[src/rtl/pixel_frame_scheduler.sv]
// pixel_frame_scheduler: streams one stored frame from pixel BRAM to the
// pixel-over-UART sender in acknowledged chunks, retransmitting unacked chunks.
// Ports: clk, reset (sync, active-low); frame_req / chunk_ack pulses in;
// rd_addr out / rd_data in (BRAM, 1-cycle read latency); pix_data/pix_valid
// out with pix_ready in (sender handshake); busy, frame_done, timeout_err out.
// Option: define FRAME_HEADER_EN to send an all-ones header pixel first.
module pixel_frame_scheduler #(
    parameter int IMAGE_W      = 320,
    parameter int IMAGE_H      = 240,
    parameter int ADDR_W       = 17,
    parameter int PIXEL_W      = 12,
    parameter int CHUNK_PIXELS = 64,
    parameter int ACK_TIMEOUT  = 5000000,
    parameter int MAX_RETRIES  = 3
) (
    input  logic               clk,
    input  logic               reset,
    input  logic               frame_req,
    input  logic               chunk_ack,
    output logic [ADDR_W-1:0]  rd_addr,
    input  logic [PIXEL_W-1:0] rd_data,
    output logic [PIXEL_W-1:0] pix_data,
    output logic               pix_valid,
    input  logic               pix_ready,
    output logic               busy,
    output logic               frame_done,
    output logic               timeout_err
);
    localparam int NPIX = IMAGE_W * IMAGE_H;
    localparam int CW   = $clog2(CHUNK_PIXELS + 1);
    localparam int TW   = $clog2(ACK_TIMEOUT + 1);
    localparam int RW   = (MAX_RETRIES > 0) ? $clog2(MAX_RETRIES + 1) : 1;
    localparam logic [ADDR_W-1:0] LAST = ADDR_W'(NPIX - 1);

    typedef enum logic [2:0] {
        S_IDLE, S_FETCH, S_LOAD, S_PRESENT, S_WAIT, S_DONE
    } state_t;

    state_t             state_q, state_d;
    logic [ADDR_W-1:0]  addr_q, addr_d;
    logic [ADDR_W-1:0]  base_q, base_d;
    logic [CW-1:0]      cnt_q, cnt_d;
    logic [TW-1:0]      timer_q, timer_d;
    logic [RW-1:0]      retry_q, retry_d;
    logic [PIXEL_W-1:0] pix_q, pix_d;
    logic               last_q, last_d;
    logic               hdr_q, hdr_d;
    logic               terr_q, terr_d;

    always_ff @(posedge clk) begin
        if (!reset) begin
            state_q <= S_IDLE;
            addr_q  <= '0;
            base_q  <= '0;
            cnt_q   <= '0;
            timer_q <= '0;
            retry_q <= '0;
            pix_q   <= '0;
            last_q  <= 1'b0;
            hdr_q   <= 1'b0;
            terr_q  <= 1'b0;
        end else begin
            state_q <= state_d;
            addr_q  <= addr_d;
            base_q  <= base_d;
            cnt_q   <= cnt_d;
            timer_q <= timer_d;
            retry_q <= retry_d;
            pix_q   <= pix_d;
            last_q  <= last_d;
            hdr_q   <= hdr_d;
            terr_q  <= terr_d;
        end
    end

    always_comb begin
        state_d = state_q;
        addr_d  = addr_q;
        base_d  = base_q;
        cnt_d   = cnt_q;
        timer_d = '0;
        retry_d = retry_q;
        pix_d   = pix_q;
        last_d  = last_q;
        hdr_d   = hdr_q;
        terr_d  = 1'b0;
        unique case (state_q)
            S_IDLE: begin
                if (frame_req) begin
                    addr_d  = '0;
                    base_d  = '0;
                    retry_d = '0;
                    cnt_d   = '0;
                    last_d  = 1'b0;
`ifdef FRAME_HEADER_EN
                    // Header goes straight to PRESENT: no BRAM read needed.
                    hdr_d   = 1'b1;
                    pix_d   = '1;
                    state_d = S_PRESENT;
`else
                    state_d = S_FETCH;
`endif
                end
            end
            S_FETCH: state_d = S_LOAD;
            S_LOAD: begin
                pix_d   = rd_data;
                state_d = S_PRESENT;
            end
            S_PRESENT: begin
                if (pix_ready) begin
                    if (hdr_q) begin
                        hdr_d   = 1'b0;
                        state_d = S_FETCH;
                    end else begin
                        addr_d = addr_q + ADDR_W'(1);
                        cnt_d  = cnt_q + CW'(1);
                        if (addr_q == LAST) last_d = 1'b1;
                        if (cnt_q == CW'(CHUNK_PIXELS - 1) || addr_q == LAST)
                            state_d = S_WAIT;
                        else
                            state_d = S_FETCH;
                    end
                end
            end
            S_WAIT: begin
                timer_d = timer_q + TW'(1);
                // Ack takes priority over a coincident timeout.
                if (chunk_ack) begin
                    retry_d = '0;
                    base_d  = addr_q;
                    cnt_d   = '0;
                    timer_d = '0;
                    state_d = last_q ? S_DONE : S_FETCH;
                end else if (timer_q == TW'(ACK_TIMEOUT - 1)) begin
                    timer_d = '0;
                    cnt_d   = '0;
                    if (retry_q >= RW'(MAX_RETRIES)) begin
                        terr_d  = 1'b1;
                        state_d = S_IDLE;
                    end else begin
                        retry_d = retry_q + RW'(1);
                        addr_d  = base_q;
                        last_d  = 1'b0;
                        state_d = S_FETCH;
                    end
                end
            end
            S_DONE: state_d = S_IDLE;
            default: state_d = S_IDLE;
        endcase
    end

    assign rd_addr     = addr_q;
    assign pix_data    = pix_q;
    assign pix_valid   = (state_q == S_PRESENT);
    assign busy        = (state_q != S_IDLE);
    assign frame_done  = (state_q == S_DONE);
    assign timeout_err = terr_q;

endmodule

[config.mk]
export PLATFORM = sky130hd
export DESIGN_NAME = pixel_frame_scheduler
export DESIGN_NICKNAME = d
export VERILOG_FILES = /design/src/rtl/pixel_frame_scheduler.sv
export SDC_FILE = /design/constraint.sdc
export NUM_CORES = 1
export LEC_CHECK = 0
export ABC_AREA = 1
export ABC_CLOCK_PERIOD_IN_PS = 2200
export CAP_MARGIN = 20
export CORE_UTILIZATION = 40
export CTS_CLUSTER_DIAMETER = 40
export CTS_CLUSTER_SIZE = 12
export DETAILED_ROUTE_END_ITERATION = 7
export PLACE_DENSITY = 0.61
export SETUP_SLACK_MARGIN = 0.15
export SLEW_MARGIN = 5
export SYNTH_ARGS = -nofsm -noshare
export SYNTH_HDL_FRONTEND = slang
export SYNTH_SLANG_ARGS = --single-unit
[constraint.sdc]
create_clock -name clk -period 2.2 [get_ports clk]
set_clock_uncertainty 0.2 [all_clocks]
set_input_delay 0.44 -clock clk [delete_from_list [all_inputs] [get_ports clk]]
set_output_delay 0.44 -clock clk [all_outputs]
set_load 0.01 [all_outputs]
Word-level counts from Yosys, hierarchy flattened
Cells that the tools add are included.
Word-level totals
  register bits after elaboration: 83
  latch bits: 0
  RAM bits: 0
  bits in read-only memories: 0
  input port bits: 17
  word-level logic and storage cells: 81
  memories: 0
Cells by class
  $add $sub $neg: 4
  $mul: 0
  div/mod/pow operators: 0
  magnitude comparators: 1
  equality and inequality tests: 17
  shift-type cells: 0
  multiplexer cells: 34
  bitwise operators: 3
  reductions and logical operators: 13
Operators with widths (number)
  $mux 17: 6
  $pmux 17 s3: 1
  $pmux 17 s2: 1
  $mux 7: 4
  $add 23x1->23 const B: 1
  $eq 23x23->1 const B: 1
  $pmux 7 s3: 1
  $mux 3: 6
  $add 17x1->17 const B: 1
  $eq 17x17->1 const B: 1
  $pmux 3 s5: 1
  $ne 2x2->1 const B: 5
  $mux 1: 8
  $mux 2: 4
  $reduce_and 4->1: 2
  $reduce_or 4->1: 2
  $add 7x1->7 const B: 1
  $eq 7x6->1 const B: 1
  $reduce_and 7->1: 1
  $eq 3x2->1 const B: 2
  $eq 3x3->1 const B: 2
  $ne 3x3->1 const B: 2
  $reduce_and 3->1: 2
  $reduce_and 6->1: 1
  11 further kinds: 15

Depth between registers and ports, before layout
  word-level depth: 5
  gate-level depth with buffers: 11
  depth with buffers taken out: 11

Worst setup path before layout
No wires, ideal clock.
  kind: register -> register
  start point: reg timer_q[0]
  end point: reg cnt_q[0]
  library setup time: 0.115 ns
  arrival: 1.485 ns
  slack: 0.400 ns
  cell stages (with the launch flop): 9
  path buffers: 0
  clock period less this slack: 1.800 ns
  cell sequence: dfxtp_1 ha_1 nand3_1 nor3_1 nand3_1 nand2_1 nand3_2 o21ai_0 inv_1
On the way
  cells in the longest elaborated chain, start to end: 3
RTL lines
  start: declaration: line 43  | logic [TW-1:0] timer_q, timer_d;
  start signal: assignment: line 67  | timer_q <= timer_d;
  $eq 23x23->1: line 135  | end else if (timer_q == TW'(ACK_TIMEOUT - 1)) begin
  $ne 3x3->1 (no source line)
  $reduce_and 4->1 (no source line)
  end signal: assignment: line 66  | cnt_q <= cnt_d;
  end: declaration: line 42  | logic [CW-1:0] cnt_q, cnt_d;
Every way passes these cells.
A chain may end at the register's enable or synchronous reset.

Worst setup path in the final report
  start point: reg state_q[1]
  end point: out pix_valid
On the way
  cells in the longest elaborated chain, start to end: 1
RTL lines
  start: declaration: line 39  | state_t state_q, state_d;
  start signal: assignment: line 63  | state_q <= state_d;
  $eq 3x2->1: line 156  | assign pix_valid = (state_q == S_PRESENT);
  end: declaration: line 23  | output logic pix_valid,
Every way passes these cells.

==> run summary <==
Summed over all failing endpoints, the final setup total negative slack is 0 ns. The filler-free cell count of the finished design came out at 861. The logs give 211 for the number of DRC markers in iteration 0 and 7.648 mm for the HPWL after detailed placement. CTS placed an instance of clkbuf_8 at the clock tree root.

The average via count per standard cell is 5.003, and the I/O pin count is 50. The number of H-tree levels came out at 3. In this run the tightest slew margin relative to its limit is 69.31%.

Kind of end point of the critical path: an output pin. The initialized floorplan defines 37 standard-cell rows. For this design the ratio of total power to cell area is 764.9 mW/mm^2. The critical path in this run is classified as flop to output pin. The signed area change from the synthesized netlist to the final layout is 23.98%. The type of origin of the critical path was a flop. Static timing analysis puts the maximum clock frequency at 0.4974 GHz.

The max-cap violation count came out at 0. The first TritonRoute pass finished after 4 iterations. Setup repair after global routing could not meet its margin everywhere. Setup violations remaining at the end of the flow were counted as 0.

Across all setup checks in the final design, the least slack found is 0.1894 ns. After detailed routing, the number of remaining DRC violations is 0. The number of cells produced by synthesis was 655; the critical path arrival was 1.37 ns. TritonCTS built the clock tree.

From bottom edge to top edge, the die measures 105.9 microns. For this design, the slowest cell found on the critical path is dfxtp_2. Register bit count reported by yosys: 83. Counting every net in the synthesized netlist gives 676. IR analysis of the VDD net gives a maximum drop of 0.4760 mV. No sink is reached through more buffers than the 2 on the longest clock path. The die area is 0.01121 sq mm, and the number of enable flip-flop cells after synthesis is 0.

During synthesis, Yosys emitted a total of 0 warnings. Of the available clock period, the critical path in the final layout requires 91.39%. The most instantiated flip-flop cell in the synthesis netlist was dfxtp_1. The average instance in the mapped netlist occupies 6.588 sq um. The fraction of synthesis flops using an asynchronous set or reset pin was 0%. The clock-pin slew on the worst setup and hold paths is 0.09 ns, and the shortest clock period the worst path allows after layout is 2.011 ns.

At the pin with the least slew margin, the transition time is 0.4590 ns. Counting distinct cell types in the post-synthesis netlist gives 34. The first global-routing pass estimated 18.42 mm of wire. The tools report the starting density of the core as 41.61%.

Once layout is complete, the utilization of the core stands at 51.59%. The clock drives 83 sinks. The run gives 0 as the hold buffer count at cts. The critical path goes through nand2_2 > nor2_4 > dlygate4sd2_1. For the layout net count, the log shows 741. Sequential cells burn 43.9% of the power.

For the pin count of the biggest net entering global routing, the log shows 41. Cells with a size suffix above 1 make up 11.59% of the layout. The type of the tightest min-delay check is flop to flop. The clock reaches the later pin of the worst-skew pair after 0.36 ns.

The number of antenna cells inserted was 0. The analysis attributes to cell leakage a power of 2.203 nW. The cell family contributing the most delay on the critical path is flip-flops.

Wires add up to 10.74 mm. Count of final max-slew check failures: 0. The run gives 1.323 mW as the power dissipated by switching net loads. The logs give 2.770 mW for the cell internal power dissipation and 31.4% for the clock network fraction of design power.

OpenSTA, run right after detailed placement, puts the worst setup slack at 0.04348 ns. The final estimated routing congestion in global placement is 0.9198, and the global route total overflow is 0. The largest single stage delay on the critical path is 0.41 ns. The data required time at the worst endpoint is 1.56 ns, and the chip width is 105.9 microns. Standard cell core area: 0.01037 sq mm. The run finished with clean final reports. Including well taps, the total number of placed cells is 844. Part of the total power dissipated in combinational logic: 24.7%. After synthesis, flip-flops and latches occupy 38.50% of the total area. Along the worst path, the maximum fanout reaches 6. The number of antenna violations at the first check in global routing is 0, and the net switching fraction of the power is 32.32%. The hold violation count in the final report was 0; the detailed-route wire length per cell was 12.47 microns. The number of buffers and inverters on the critical path was 1; the number of global-route vias before repair was 3939. Buffers placed on the I/O ports in this run total 49. The run gives 20.19% as the overall fraction of global-route tracks in use.

The worst hold slack after final layout came out at 0.2692 ns. The via count was 4308; the cell area after technology mapping was 0.004315 sq mm. The TritonCTS buffer count came out at 9. The run gives 0 as the count of antenna-violating nets left after detailed routing.
[power groups by stage]
stage          Sequential (mW)  Clock [mW]  Combinational, mW
4_1_cts                   1.79        1.32               1.01
5_1_grt                   1.82        1.38               1.14
3_5_place_dp              1.82           0               1.01
2_1_floorplan             1.85           0              0.573
6_report                  1.79        1.29               1.01
3_3_place_gp              1.82           0              0.989
[logic make-up (layout without fill, tap and decap cells)]
family / Yosys count / in the layout / share of synthesized area (%)
AND/OR/NAND/NOR: 373 / 373 / 37.60
AO/OA/AOI/OAI: 95 / 95 / 11.74
buffers and inverters: 87 / 157 / 8.350
flip-flops: 83 / 83 / 38.50
XOR/XNOR: 13 / 13 / 2.638
adder cells (fa/ha/maj): 4 / 4 / 1.160
[registers in the layout, summed over array words and instances (netlist names)]
register     cells
last_q           1
timer_q         23
timeout_err      1
state_q          3
base_q          17
retry_q          2
rd_addr         17
cnt_q            7
pix_data        12
[path summary, 6_finish.rpt]
check              from         to  slack [ns]  depth (start not counted)
max reg2reg  state_q[0]  base_q[6]        0.22                         10
min           base_q[2]  base_q[2]        0.27                          2
max          state_q[1]  pix_valid        0.19                          3
min reg2reg   base_q[2]  base_q[2]        0.27                          2
[tightest hold or removal path, stage by stage (launching register included)]
cell,delay [ns]
dfxtp_1,0.31
inv_1,0.06
a211oi_1,0.06
[repair_timing]
| item | 4_1_cts | 5_1_grt |
|---|---|---|
| endpoints found under the hold margin | 0 | 0 |
| pin swaps | 1 | 0 |
| endpoints found under the setup margin | 8 | 64 |
| buffers inserted | 1 | 0 |
| cloned | 0 | 0 |
| resized for setup | 11 | 12 |
[cells in the final DEF, fill, tap and decap left out, types with 2 or more instances in the layout]
cell type        instances
clkdlybuf4s50_1         45
buf_12                   2
nor3_1                   8
dlygate4sd2_1            3
nor3b_1                  2
a211oi_1                 5
xnor2_1                  2
o21ai_1                 11
nor2_1                 124
buf_4                   24
nand2_1                153
xor2_1                  11
dfxtp_1                 70
nand4_1                 21
inv_8                    2
nor2_2                   4
or2_2                    4
inv_1                   61
clkbuf_8                 9
a21oi_1                 48
nor2_4                   5
nand3_1                 39
dfxtp_2                 13
ha_1                     4
nand2_2                  2
o21ai_0                 27
bufinv_16                2
nand3_2                  5
inv_2                    5
[Yosys cell counts, types with 2 or more instances]
master    count  area share (%)
a211oi_1      5            0.87
a21oi_1      48             5.6
buf_2         6            0.70
buf_4         3            0.52
buf_6         2            0.52
clkbuf_1     10            0.87
dfxtp_1      83              39
ha_1          4             1.2
inv_1        61             5.3
inv_2         5            0.43
nand2_1     153              13
nand2_2       2            0.29
nand3_1      40             4.6
nand3_2       4            0.93
nand4_1      21             3.0
nor2_1      126              11
nor2_2        3            0.43
nor2_4        4             1.0
nor3_1        9             1.0
nor3b_1       2            0.35
o21ai_0      28             3.2
o21ai_1      10             1.2
or2_2         4            0.58
xnor2_1       2            0.41
xor2_1       11             2.2
[layout make-up]
class / instances / area [sq um]
Timing Repair Buffer: 75 / 709.4
Tap cell: 136 / 170.2
Sequential cell: 83 / 1678
Inverter: 66 / 247.7
Clock buffer: 9 / 123.9
Fill cell: 1073 / 5020
Clock inverter: 7 / 107.6
Multi-Input combinational cell: 485 / 2313
[metal layers]
metal | part of all wire, % | GRT usage [%] | vias to the layer above | routed length [microns]
met5 | 0 | 0 | - | 0
li1 | - | - | 2235 | -
met3 | 3.9 | 3.340 | 14 | 422
met1 | 48 | 26.49 | 1964 | 5115
met4 | 1.6 | 6.448 | 0 | 169
met2 | 47 | 33.66 | 95 | 5030
[metrics by stage]
stage | power [mW] | area [sq um]
3_3_place_gp | 2.808 | 5076
5_1_grt | 4.338 | 5350
3_5_place_dp | 2.826 | 5076
4_1_cts | 4.124 | 5321
2_1_floorplan | 2.420 | 4315
6_report | 4.092 | 5350
Power figures use the tool's default switching activity.
